<file path="config.mk">
export PLATFORM = sky130hd
export DESIGN_NAME = add_seq
export DESIGN_NICKNAME = d
export VERILOG_FILES = /design/src/rtl/add_seq_pkg.sv /design/src/rtl/add_chunk.sv /design/src/rtl/add_seq.sv
export SDC_FILE = /design/constraint.sdc
export NUM_CORES = 1
export LEC_CHECK = 0
export ABC_AREA = 1
export ABC_CLOCK_PERIOD_IN_PS = 5100
export BUFFER_PORTS_ARGS = -buffer_cell sky130_fd_sc_hd__buf_2
export CORE_MARGIN = 3
export CORE_UTILIZATION = 59
export CTS_BUF_LIST = sky130_fd_sc_hd__clkbuf_8
export DETAILED_ROUTE_END_ITERATION = 10
export PLACE_DENSITY = 0.91
export SYNTH_ARGS = -nofsm -noshare
export SYNTH_HDL_FRONTEND = slang
export SYNTH_SLANG_ARGS = --single-unit
</file>
<file path="constraint.sdc">
create_clock -name clk -period 5.1 [get_ports clk]
set_input_delay 0.255 -clock clk [delete_from_list [all_inputs] [get_ports clk]]
set_output_delay 0.255 -clock clk [all_outputs]
set_load 0.02 [all_outputs]
</file>
<file path="src/rtl/add_seq_pkg.sv">
// Shared types and sizing helpers for the chunked add/subtract unit.
package add_seq_pkg;

  typedef enum logic [1:0] {
    IDLE = 2'd0,
    CALC = 2'd1,
    DONE = 2'd2
  } state_t;

  function automatic int unsigned nchunk(input int unsigned width, input int unsigned chunk);
    return (chunk == 0) ? 1 : width / chunk;
  endfunction

  // Chunk index width; at least one bit even when there is a single chunk.
  function automatic int unsigned idx_width(input int unsigned n);
    return (n <= 1) ? 1 : $clog2(n);
  endfunction

endpackage

</file>
<file path="src/rtl/add_chunk.sv">
// Combinational CHUNK-bit ripple adder made of chained full-adder cells.
module add_chunk #(
  parameter int CHUNK = 4
) (
  input  logic [CHUNK-1:0] a,
  input  logic [CHUNK-1:0] b,
  input  logic             ci,
  output logic [CHUNK-1:0] s,
  output logic             co,
  output logic             c_msb_in
);

  // The carry chain is a loop-carried variable rather than a net vector, so
  // there is no self-referencing combinational net.
  always_comb begin
    logic c;
    c        = ci;
    c_msb_in = ci;
    s        = '0;
    for (int unsigned i = 0; i < CHUNK; i++) begin
      if (i == unsigned'(CHUNK - 1)) c_msb_in = c;
      s[i] = a[i] ^ b[i] ^ c;
      c    = (a[i] & b[i]) | (c & (a[i] ^ b[i]));
    end
    co = c;
  end

endmodule

</file>
<file path="src/rtl/add_seq.sv">
// Multi-cycle WIDTH-bit add/subtract, CHUNK bits per clock, valid/ready on both sides.
// Define ADD_SEQ_SAT_EN to clamp s to the signed limit on overflow.
module add_seq
  import add_seq_pkg::*;
#(
  parameter int WIDTH = 8,
  parameter int CHUNK = 4
) (
  input  logic             clk,
  input  logic             rst,
  input  logic             in_valid,
  output logic             in_ready,
  input  logic [WIDTH-1:0] a,
  input  logic [WIDTH-1:0] b,
  input  logic             sub,
  input  logic             ci,
  output logic             out_valid,
  input  logic             out_ready,
  output logic [WIDTH-1:0] s,
  output logic             co,
  output logic             ovf,
  output logic             zero
);

  localparam int NCHUNK = int'(nchunk(WIDTH, CHUNK));
  localparam int IW     = int'(idx_width(NCHUNK));

  if (WIDTH < 2 || CHUNK < 1 || (WIDTH % CHUNK) != 0) begin : g_bad_params
    $error("add_seq: WIDTH must be >= 2 and a multiple of CHUNK >= 1");
  end

  state_t           state;
  logic [WIDTH-1:0] ra, rb;
  logic             carry;
  logic [IW-1:0]    idx;

  logic [CHUNK-1:0] ca, cb, csum;
  logic             cco, cmsb;
  logic [WIDTH-1:0] s_next, s_fin;
  logic             ovf_next;
  int unsigned      base;

  add_chunk #(.CHUNK(CHUNK)) u_chunk (
    .a        (ca),
    .b        (cb),
    .ci       (carry),
    .s        (csum),
    .co       (cco),
    .c_msb_in (cmsb)
  );

  always_comb begin
    base     = 32'(idx) * unsigned'(CHUNK);
    ca       = ra[base +: CHUNK];
    cb       = rb[base +: CHUNK];
    s_next   = s;
    s_next[base +: CHUNK] = csum;
    ovf_next = cmsb ^ cco;
    s_fin    = s_next;
`ifdef ADD_SEQ_SAT_EN
    // Direction follows the sign of the (already conditioned) A operand.
    if (ovf_next)
      s_fin = ra[WIDTH-1] ? {1'b1, {(WIDTH-1){1'b0}}} : {1'b0, {(WIDTH-1){1'b1}}};
`endif
  end

  always_ff @(posedge clk) begin
    if (rst) begin
      state     <= IDLE;
      in_ready  <= 1'b1;
      out_valid <= 1'b0;
      s         <= '0;
      co        <= 1'b0;
      ovf       <= 1'b0;
      zero      <= 1'b0;
      ra        <= '0;
      rb        <= '0;
      carry     <= 1'b0;
      idx       <= '0;
    end else begin
      case (state)
        IDLE: begin
          if (in_valid && in_ready) begin
            ra       <= a;
            rb       <= sub ? ~b : b;
            carry    <= sub ? 1'b1 : ci;
            idx      <= '0;
            in_ready <= 1'b0;
            state    <= CALC;
          end
        end
        CALC: begin
          s     <= s_next;
          carry <= cco;
          idx   <= idx + 1'b1;
          if (idx == IW'(NCHUNK - 1)) begin
            s         <= s_fin;
            co        <= cco;
            ovf       <= ovf_next;
            zero      <= (s_fin == '0);
            out_valid <= 1'b1;
            state     <= DONE;
          end
        end
        DONE: begin
          if (out_valid && out_ready) begin
            out_valid <= 1'b0;
            in_ready  <= 1'b1;
            state     <= IDLE;
          end
        end
        default: state <= IDLE;
      endcase
    end
  end

endmodule

</file>
Word level (Yosys, flattened, before mapping)
Cells that the tools add are included.
{ "op_classes": {"n_addsub": 2, "n_eq_ne": 5, "shift": 4, "n_mux": 16, "bitwise_logic": 22, "n_reduce_logical": 13} }
{ "ops": {"columns": ["op", "count"], "rows": [
  ["$neg 3->34", 1],
  ["$shift 4x34->8 const A", 1],
  ["$shiftx 4x34->8", 1],
  ["$shiftx 8x4->4", 2],
  ["$reduce_and 3->1", 3],
  ["$xor 1x1->1", 9],
  ["$and 1x1->1", 8],
  ["$bwmux 8", 1],
  ["$logic_not 8->1", 1],
  ["$mux 8", 1],
  ["$not 8->8", 1],
  ["$pmux 1 s2", 4],
  ["$mux 1", 6],
  ["$mux 2", 3],
  ["$ne 2x2->1 const B", 3],
  ["$pmux 2 s3", 1],
  ["$reduce_and 2->1", 3],
  ["$reduce_bool 2->1", 3],
  ["$or 1x1->1", 4],
  ["$eq 2x1->1 const B", 1],
  ["$eq 2x2->1 const B", 1],
  ["$logic_and 1x1->1", 2],
  ["$logic_not 2->1", 1],
  ["$add 1x1->1 const B", 1]
]} }
{ "word_totals": {"ff_bits": 33, "input_bits": 22, "output_inout_bits": 13, "word_cells": 73} }

Logic depth before layout (Yosys ltp)
Gate-level depths: netlist of run 1.
{ "depth": {"word_depth": 12, "ltp_mapped": 13, "depth_no_buf": 13} }

Hierarchy
From an unflattened synthesis of run 1, not the netlist that was laid out.
{ "hier_totals": {"cells_unflattened": 210, "hier_area_um2": 1534.0} }
{ "by_module_without_submodules": {"columns": ["mod", "n_inst", "cells_each", "area_each_um2", "seq_area_each_um2"], "rows": [
  ["add_seq", 1, 198, 1423.9, 660.6],
  ["add_chunk", 1, 12, 110.1, 0.0]
]} }

Worst setup path before layout of run 1
No wires, ideal clock.
{ "synth_timing": {"kind": "reg-to-reg", "startpoint": "reg idx", "endpoint": "reg zero", "setup_time_ps": 132, "arrival_time_ps": 2504, "slack_ps": 2464, "path_stages_with_launch": 13, "n_path_buf": 0, "cell_sequence": "dfxtp_1 -> clkinv_1 -> nand2_1 -> nand2_1 -> fa_1 -> fa_1 -> fa_1 -> inv_1 -> fa_1 -> nand2_1 -> nor2_1 -> nand3_1 -> a21oi_1"} }
{ "synth_via": {"elab_chain_cells": 12, "elab_cells_between_ends": 25, "classes_between": "1 x add/sub; 4 x shift; 1 x mux; 17 x bitwise; 2 x reduce/logical"} }
{ "synth_lines": {"columns": ["item", "line_no", "rtl"], "rows": [
  ["from (decl)", "add_seq.sv:35", "logic [IW-1:0] idx;"],
  ["from (signal assigned)", "add_seq.sv:95", "idx <= idx + 1'b1;"],
  ["$shiftx 8x4->4, on equally long branches", "add_seq.sv:54, add_seq.sv:55", null],
  ["$xor 1x1->1", "add_chunk.sv:22, add_chunk.sv:23", null],
  ["$and 1x1->1", "add_chunk.sv:23", "c = (a[i] & b[i]) | (c & (a[i] ^ b[i]));"],
  ["$or 1x1->1", "add_chunk.sv:23", null],
  ["$and 1x1->1", "add_chunk.sv:23", null],
  ["$or 1x1->1", "add_chunk.sv:23", null],
  ["$and 1x1->1", "add_chunk.sv:23", null],
  ["$or 1x1->1", "add_chunk.sv:23", null],
  ["$xor 1x1->1", "add_chunk.sv:22", "s[i] = a[i] ^ b[i] ^ c;"],
  ["$shiftx 4x34->8", "add_seq.sv:57", "s_next[base +: CHUNK] = csum;"],
  ["$bwmux 8", "add_seq.sv:57", null],
  ["$logic_not 8->1", "add_seq.sv:100", "zero <= (s_fin == '0);"],
  ["to (signal assigned)", "add_seq.sv:100", null],
  ["to (decl)", "add_seq.sv:22", "output logic zero"]
]} }
Several ways; a longest one is shown, not always the timed one.
A chain may end at the register's enable or synchronous reset.

Worst setup path in the final report of run 1
Same ends and word-level chain as after synthesis.

==> results of run 1 <==
path summary, 6_finish.rpt:
path | from | end | cells after the start
worst max-delay path | idx | zero | 12
worst min register to register | s[7] | s[7] | 2
worst max register to register | idx | zero | 12
worst min-delay path | a[1] | ra[1] | 3
flip-flops by register name (all words and copies together) (netlist names):
register,flops
s,8
zero,1
co,1
ra,8
rb,8
idx,1
out_valid,1
carry,1
ovf,1
in_ready,1
state,2
where the power goes:
| group | internal (mW) | switching, mW | leakage, nW |
|---|---|---|---|
| Combinational | 0.0504 | 0.0863 | 0.552 |
| Sequential | 0.281 | 0.0155 | 0.270 |
| Clock | 0.105 | 0.0867 | 0.0485 |
| Total | 0.437 | 0.188 | 0.871 |
layer usage:
layer	up-vias	share of wire	GRT usage
li1	709	-	-
met1	597	0.42	0.2175
met2	38	0.50	0.3403
met3	8	0.055	0.05204
met4	0	0.023	0.09603
met5	-	0	0
tightest hold or removal path, cell delays in order:
cell and delay (ns):
buf_2 0.07, o21ai_0 0.07, nor2_1 0.07
cell families (layout without fill, tap and decap cells):
family                   count (synthesis)  count (layout)  share of synthesized area
AO/OA/AOI/OAI                           35              35                     0.1241
flip-flops                              33              33                     0.4227
AND/OR/NAND/NOR                         96              96                     0.2498
multiplexers                             2               2                    0.01281
adder cells (fa/ha/maj)                  4               4                    0.05124
XOR/XNOR                                 8               8                    0.04484
buffers and inverters                   31              63                    0.09447
synthesized netlist by cell type:
master	instances	area, um2
nor2_2	2	12.51
buf_6	3	33.78
o21ai_0	13	65.06
clkinv_1	1	3.750
dfxtp_1	33	660.6
mux2i_1	2	20.02
nand2_2	3	18.77
clkbuf_1	3	11.26
nand4_1	1	6.260
buf_4	1	7.510
nand3_1	6	30.03
inv_4	1	6.260
buf_2	2	10.01
nand2_4	1	11.26
a21oi_2	2	17.52
nand2_1	59	221.5
a21oi_1	17	85.08
o21ai_2	3	26.28
xor2_1	8	70.07
fa_1	4	80.08
inv_1	20	75.07
nor2_1	24	90.09
final cells by class:
type	count	share of cell area
Multi-Input combinational cell	145	0.4205
Sequential cell	33	0.3682
Timing Repair Buffer	34	0.09484
Inverter	22	0.04742
Clock buffer	6	0.04603
Tap cell	30	0.02092
Clock inverter	1	0.002092
==> flow_summary.json, run 1 <==
{
  "drive_above_1_share": 0.2158,
  "gp_congestion": 0.9126,
  "rsz0062_at_grt": "false",
  "grt_pass1_wl_mm": 4.988,
  "cts_root_buffer": "clkbuf_8",
  "synth-seq-cells": 33,
  "ys_warn_count": 0,
  "cts_setup_buffers": 0,
  "timing.hold.ws_ns": 0.2253,
  "io_pins": 35,
  "yosys.cell_types.count": 22,
  "grt_usage": 0.1953,
  "worstPathRequired_ns": 5.25,
  "critPathMaxFanout": 11,
  "cts_hold_buffers": 0,
  "area_delta_synth_final_pct": 14.81,
  "arrival_ns": 3.32,
  "fmax_mhz": 315.6,
  "cp_slowest_cell": "dfxtp_1",
  "leakage_nw": 0.8713,
  "final_common_cell": "nand2_1",
  "power_mw": 0.6249,
  "yosysSeqAreaShare": 0.4227,
  "worst-path-buf-inv": 2,
  "clock_latency_ns": 0.28,
  "status": "finished clean",
  "placed_cells": 264,
  "seq_area_um2": 660.6,
  "antenna_cells": 0,
  "dieArea_um2": 3302,
  "start_util": 0.6251,
  "finalMaxSlewViolations": 0,
  "multiInputGateArea_um2": 754.5,
  "hold_path.class": "input pin to register",
  "cts.clk_slew.worst_paths_ns": 0.06,
  "peakVddDrop_uv": 289.0,
  "period_minus_slack_ns": 3.168,
  "gr-total-overflow": 0,
  "drt_iter0_drc": 37,
  "drt-pass1-iter-count": 4,
  "path_class": "register to register",
  "rows": 18,
  "syn_inst": 209,
  "die_x_um": 57.47,
  "cellPowerDensity_nw_per_um2": 348.3,
  "crit_top_cell": "fa_1",
  "final_nets": 267,
  "finalHoldViolCount": 0,
  "placed_cell_area_um2": 1708,
  "dp_slack_ns": 1.960,
  "utilization": 0.7177,
  "tns_ns": 0,
  "tightest_slew_ns": 0.4352,
  "antenna_found_initial": 0,
  "synthesis.area_um2": 1563,
  "wirelength_mm": 2.993,
  "syn_nets": 235,
  "design_area_um2": 1794,
  "end_kind": "register",
  "setup_violations": 0,
  "cts_resized": 0,
  "vias": 1352,
  "max_slew_margin": 0.7099,
  "n_fill_cell": 203,
  "fin_crit_sh": 0.6212,
  "cp_top_family": "adder cells",
  "antenna_left": 0,
  "grt_pass1_vias": 1200,
  "routedWlPerCell_um": 11.04,
  "cp-start-kind": "register",
  "cp_slowest_stage_delay_ns": 0.56,
  "cts_buffers": 5,
  "htree_levels": 2,
  "avgViaCountPerCell": 4.989,
  "cts_tree": "yes",
  "cts_buffer_depth": 2,
  "skew_ns": 0.005271,
  "numClockSinks": 33,
  "drc": 0,
  "core-area_um2": 2500,
  "layout_common_cells": "nand2_1, buf_2, dfxtp_1",
  "die_h_um": 57.47,
  "syn_avg_cell_area_um2": 7.477,
  "worstPathCellList": "clkinv_1, nand2_1, nand2_1, fa_1, fa_1, fa_1, inv_1, fa_1, nand2_1, nor2_1, nand3_1, a21oi_1",
  "reg2reg_slack_ns": 1.93,
  "grt_max_degree": 23,
  "instances_no_fill": 271,
  "dp_hpwl_mm": 2.246,
  "setup_slack_ns": 1.932,
  "port_buffers": 34,
  "drv_cap": 0
}
Power figures use the tool's default switching activity.
==> run 2: changes to the inputs <==
--- a/config.mk
+++ b/config.mk
@@ -6,13 +6,13 @@
 export NUM_CORES = 1
 export LEC_CHECK = 0
 export ABC_AREA = 1
-export ABC_CLOCK_PERIOD_IN_PS = 5100
+export ABC_CLOCK_PERIOD_IN_PS = 3300
 export BUFFER_PORTS_ARGS = -buffer_cell sky130_fd_sc_hd__buf_2
 export CORE_MARGIN = 3
-export CORE_UTILIZATION = 59
+export CORE_UTILIZATION = 55
 export CTS_BUF_LIST = sky130_fd_sc_hd__clkbuf_8
 export DETAILED_ROUTE_END_ITERATION = 10
-export PLACE_DENSITY = 0.91
+export PLACE_DENSITY = 0.86
 export SYNTH_ARGS = -nofsm -noshare
 export SYNTH_HDL_FRONTEND = slang
 export SYNTH_SLANG_ARGS = --single-unit
==> constraint.sdc (replaced) <==
create_clock -name clk -period 3.3 [get_ports clk]
set_input_delay 0.165 -clock clk [delete_from_list [all_inputs] [get_ports clk]]
set_output_delay 0.165 -clock clk [all_outputs]
set_load 0.02 [all_outputs]
==> run 2 against run 1 <==
Compared with the run above: sequential cell count is the same; fmax rose by 10%; total power is 54% higher; largest power group unchanged; combinational power is 59% higher; critical path type unchanged; final cell count increased by 0.37%; clock power rose by 52%.
==> flow_summary.json, run 2 (synthesis results as in run 1) <==
{
  "layout_common_cells": "nand2_1, buf_2, dfxtp_1",
  "peakVddDrop_uv": 588.0,
  "die_x_um": 59.31,
  "htree_levels": 2,
  "critPathMaxFanout": 8,
  "instances_no_fill": 272,
  "status": "finished clean",
  "rows": 18,
  "design_area_um2": 1802,
  "leakage_nw": 0.8766,
  "top_regs": "ra (8), rb (8), s (8)",
  "cts_tree": "yes",
  "utilization": 0.6957,
  "arrival_ns": 3.02,
  "numClockSinks": 33,
  "dp_slack_ns": 0.5173,
  "area_delta_synth_final_pct": 15.29,
  "finalHoldViolCount": 0,
  "drive_above_1_share": 0.2190,
  "worstPathCellList": "clkinv_1, nand2_1, nand2_1, fa_1, fa_1, fa_1, inv_1, fa_1, nand2_1, nor2_1, nand3_1, a21oi_1",
  "setup_violations": 0,
  "crit_top_cell": "fa_1",
  "dp_hpwl_mm": 2.159,
  "drt-pass1-iter-count": 4,
  "cp_slowest_stage_delay_ns": 0.43,
  "dieArea_um2": 3517,
  "clock_latency_ns": 0.27,
  "cp-start-kind": "register",
  "cts_resized": 0,
  "grt_usage": 0.1935,
  "cts_buffer_depth": 2,
  "final_nets": 268,
  "drt_iter0_drc": 77,
  "final_common_cell": "nand2_1",
  "placed_cells": 265,
  "grt_pass1_vias": 1217,
  "worstPathRequired_ns": 3.45,
  "antenna_left": 0,
  "antenna_cells": 0,
  "tns_ns": 0,
  "cts.clk_slew.worst_paths_ns": 0.06,
  "tightest_slew_ns": 0.4201,
  "setup_slack_ns": 0.4247,
  "grt_pass1_wl_mm": 5.216,
  "placed_cell_area_um2": 1715,
  "vias": 1352,
  "cts_setup_buffers": 0,
  "port_buffers": 34,
  "cts_hold_buffers": 0,
  "die_h_um": 59.31,
  "fmax_mhz": 347.8,
  "start_util": 0.6034,
  "drc": 0,
  "finalMaxSlewViolations": 0,
  "drv_cap": 0,
  "routedWlPerCell_um": 10.96,
  "wirelength_mm": 2.982,
  "gr-total-overflow": 0,
  "gp_congestion": 0.8771,
  "skew_ns": 0.002492,
  "cts_buffers": 5,
  "end_kind": "register",
  "period_minus_slack_ns": 2.875,
  "max_slew_margin": 0.7199,
  "antenna_found_initial": 0,
  "hold_path.class": "input pin to register",
  "fin_crit_sh": 0.8713,
  "cp_slowest_cell": "fa_1",
  "core-area_um2": 2590,
  "rsz0062_at_grt": "false",
  "grt_max_degree": 23,
  "path_class": "register to register",
  "cts_root_buffer": "clkbuf_8",
  "cellPowerDensity_nw_per_um2": 535.7,
  "io_pins": 35,
  "avgViaCountPerCell": 4.971
}
## run 2: changes by cell type in the layout (fill, tap and decap cells not counted), sizes merged
cell,previous run,this run
buf,34,35
## run 2: layer usage
metal,part of all wire,up-vias,GRT usage
li1,-,710,-
met1,0.44,602,0.2408
met2,0.49,34,0.3229
met3,0.058,6,0.06100
met4,0.015,0,0.04854
met5,0,-,0
## run 2: final cells by class
class	instances	area, um2
clock buffer	6	82.58
clock inverter	1	3.754
fill	229	788.3
inverter	22	85.08
multi-input combinational	145	754.5
sequential	33	660.6
tap	30	37.54
timing repair buffer	35	177.7
## run 2: worst paths after layout
check	startpoint	endpoint	slack [ns]	cells past startpoint
worst max register to register	idx	zero	0.42	12
worst min-delay path	a[2]	ra[2]	0.14	3
worst min register to register	s[7]	s[7]	0.45	2
worst max-delay path	idx	zero	0.42	12
## run 2: power breakdown
group          total [mW]  switching, mW  internal, mW
Clock               0.292          0.130         0.162
Sequential          0.455         0.0206         0.435
Combinational       0.218          0.138        0.0799
Total               0.965          0.289         0.677
## run 2: through the flow
step                      hold WS, ns  total power [mW]
final                          0.1379            0.9653
after global routing           0.1658             1.024
after CTS                      0.1371            0.9716
after detailed placement       0.4214            0.6811
after global placement         0.4197            0.6750
after floorplan                0.2341            0.6322
## run 2: worst max-delay path, delay by kind of cell (launching register included)
family	cells	cell delay (ns)
fa+ha+maj	4	1.66
simple gates	5	0.40
flops	1	0.34
buf+inv	2	0.31
compound gates	1	0.06
==> run 3: changes to the inputs <==
--- a/config.mk
+++ b/config.mk
@@ -12,7 +12,9 @@
 export CORE_UTILIZATION = 55
 export CTS_BUF_LIST = sky130_fd_sc_hd__clkbuf_8
 export DETAILED_ROUTE_END_ITERATION = 10
+export GPL_TIMING_DRIVEN = 0
 export PLACE_DENSITY = 0.86
 export SYNTH_ARGS = -nofsm -noshare
 export SYNTH_HDL_FRONTEND = slang
 export SYNTH_SLANG_ARGS = --single-unit
+export TNS_END_PERCENT = 50
==> run 3 against run 2 <==
Compared with the run above: die area stayed put; setup slack improved by 0.015 ns; non-clock buffer count up 7; final area rose by 2.6%; count of clock-buffer cells in the layout fell by 1; clock skew grew 0.0033 ns.
==> flow_summary.json, run 3 (synthesis results as in run 1) <==
{
  "finalMaxSlewViolations": 0,
  "skew_ns": 0.005782,
  "rsz0062_at_grt": "false",
  "cts_resized": 0,
  "utilization": 0.7135,
  "setup_violations": 0,
  "gr-total-overflow": 0,
  "path_class": "register to register",
  "drt_iter0_drc": 35,
  "cellPowerDensity_nw_per_um2": 522.6,
  "worst_hold_startpoint": "rst",
  "ff2ff_path_depth": 12,
  "design_area_um2": 1848,
  "cts_buffer_depth": 2,
  "cp-start-kind": "register",
  "grt_pass1_wl_mm": 5.147,
  "critPathMaxFanout": 8,
  "cts_root_buffer": "clkbuf_8",
  "dieArea_um2": 3517,
  "routedWlPerCell_um": 10.91,
  "hold_path.class": "input pin to register",
  "peakVddDrop_uv": 434.3,
  "grt_pass1_vias": 1219,
  "area_delta_synth_final_pct": 18.25,
  "htree_levels": 2,
  "fmax_mhz": 349.7,
  "power_mw": 0.9657,
  "avgViaCountPerCell": 4.918,
  "port_buffers": 33,
  "core-area_um2": 2590,
  "numClockSinks": 33,
  "tns_ns": 0,
  "holdPathStages": 2,
  "final_nets": 275,
  "drc": 0,
  "fin_crit_sh": 0.8666,
  "antenna_left": 0,
  "die_h_um": 59.31,
  "worstPathRequired_ns": 3.45,
  "leakage_nw": 0.9033,
  "placed_cell_area_um2": 1765,
  "end_kind": "register",
  "reg2reg_slack_ns": 0.44,
  "final_common_cell": "nand2_1",
  "top_regs": "ra (8), rb (8), s (8)",
  "grt_max_degree": 11,
  "cts.clk_slew.worst_paths_ns": 0.06,
  "drt-pass1-iter-count": 4,
  "cts_hold_buffers": 0,
  "cts_buffers": 5,
  "status": "finished clean",
  "r2r_start": "idx",
  "drive_above_1_share": 0.2320,
  "max_slew_margin": 0.6223,
  "dp_hpwl_mm": 2.277,
  "vias": 1377,
  "antenna_cells": 0,
  "finalHoldViolCount": 0,
  "reg2reg_to": "zero",
  "cts_setup_buffers": 0,
  "start_util": 0.6034,
  "grt_usage": 0.1956,
  "arrival_ns": 3.01,
  "gp_congestion": 0.7943,
  "period_minus_slack_ns": 2.860,
  "die_x_um": 59.31,
  "cp-startpoint": "idx",
  "cts_tree": "yes",
  "wirelength_mm": 3.055,
  "tightest_slew_ns": 0.5666,
  "rows": 18,
  "io_pins": 35,
  "whs_endpoint": "state[0]",
  "layout_common_cells": "nand2_1, buf_2, dfxtp_1",
  "clock_latency_ns": 0.28,
  "drv_cap": 0,
  "antenna_found_initial": 0
}
## run 3: cell count changes in the layout (fill, tap and decap cells not counted), sizes merged
cell,before,now
buf,35,39
clkbuf,6,8
clkinv,1,3
## run 3: report_power, final
| group | switching, mW | internal (mW) |
|---|---|---|
| logic | 0.141 | 0.0886 |
| clock network | 0.139 | 0.143 |
| registers | 0.0194 | 0.435 |
## run 3: worst max-delay path, cell delays in order, from the launching register on
cell and delay [ns]:
dfxtp_1 0.33, clkinv_1 0.21, nand2_1 0.11, nand2_1 0.08
fa_1 0.41, fa_1 0.39, fa_1 0.41, inv_1 0.10
fa_1 0.43, nand2_1 0.08, nor2_1 0.04, nand3_1 0.07
a21oi_1 0.06
## run 3: final cells by class
class	count	area (um2)
plain buffers	9	62.56
clock buffers	5	68.82
clock inverters	3	13.76
fillers	217	742.0
inverters	22	85.08
multi-input cells	145	754.5
flip-flops and latches	33	660.6
well taps	30	37.54
repair buffers	33	165.2
## run 3: how the worst max path moves through the flow
stage	endpoint	slack, ns	cells past startpoint
finish	zero	0.44	12
global route	s[7]	0.18	11
CTS	s[7]	0.43	11
detailed placement	zero	0.44	12
global placement	zero	0.48	12
floorplan	zero	0.66	12
## run 3: metal layers
layer  routed length, um  vias up  global-route usage
met2                1404       34              0.3229
met5                   0        -                   0
met3                 177        9             0.06536
li1                    -      727                   -
met4                  59        0             0.06796
met1                1412      607              0.2367
## run 3: metrics by stage
| step | hold WS, ns | setup slack, ns | cells |
|---|---|---|---|
| global placement | 0.3835 | 0.4806 | 272 |
| detailed placement | 0.3891 | 0.4383 | 272 |
| floorplan | 0.2341 | 0.6640 | 209 |
| CTS | 0.09583 | 0.4275 | 280 |
| global route | 0.1064 | 0.1807 | 280 |
| finish | 0.1090 | 0.4401 | 280 |
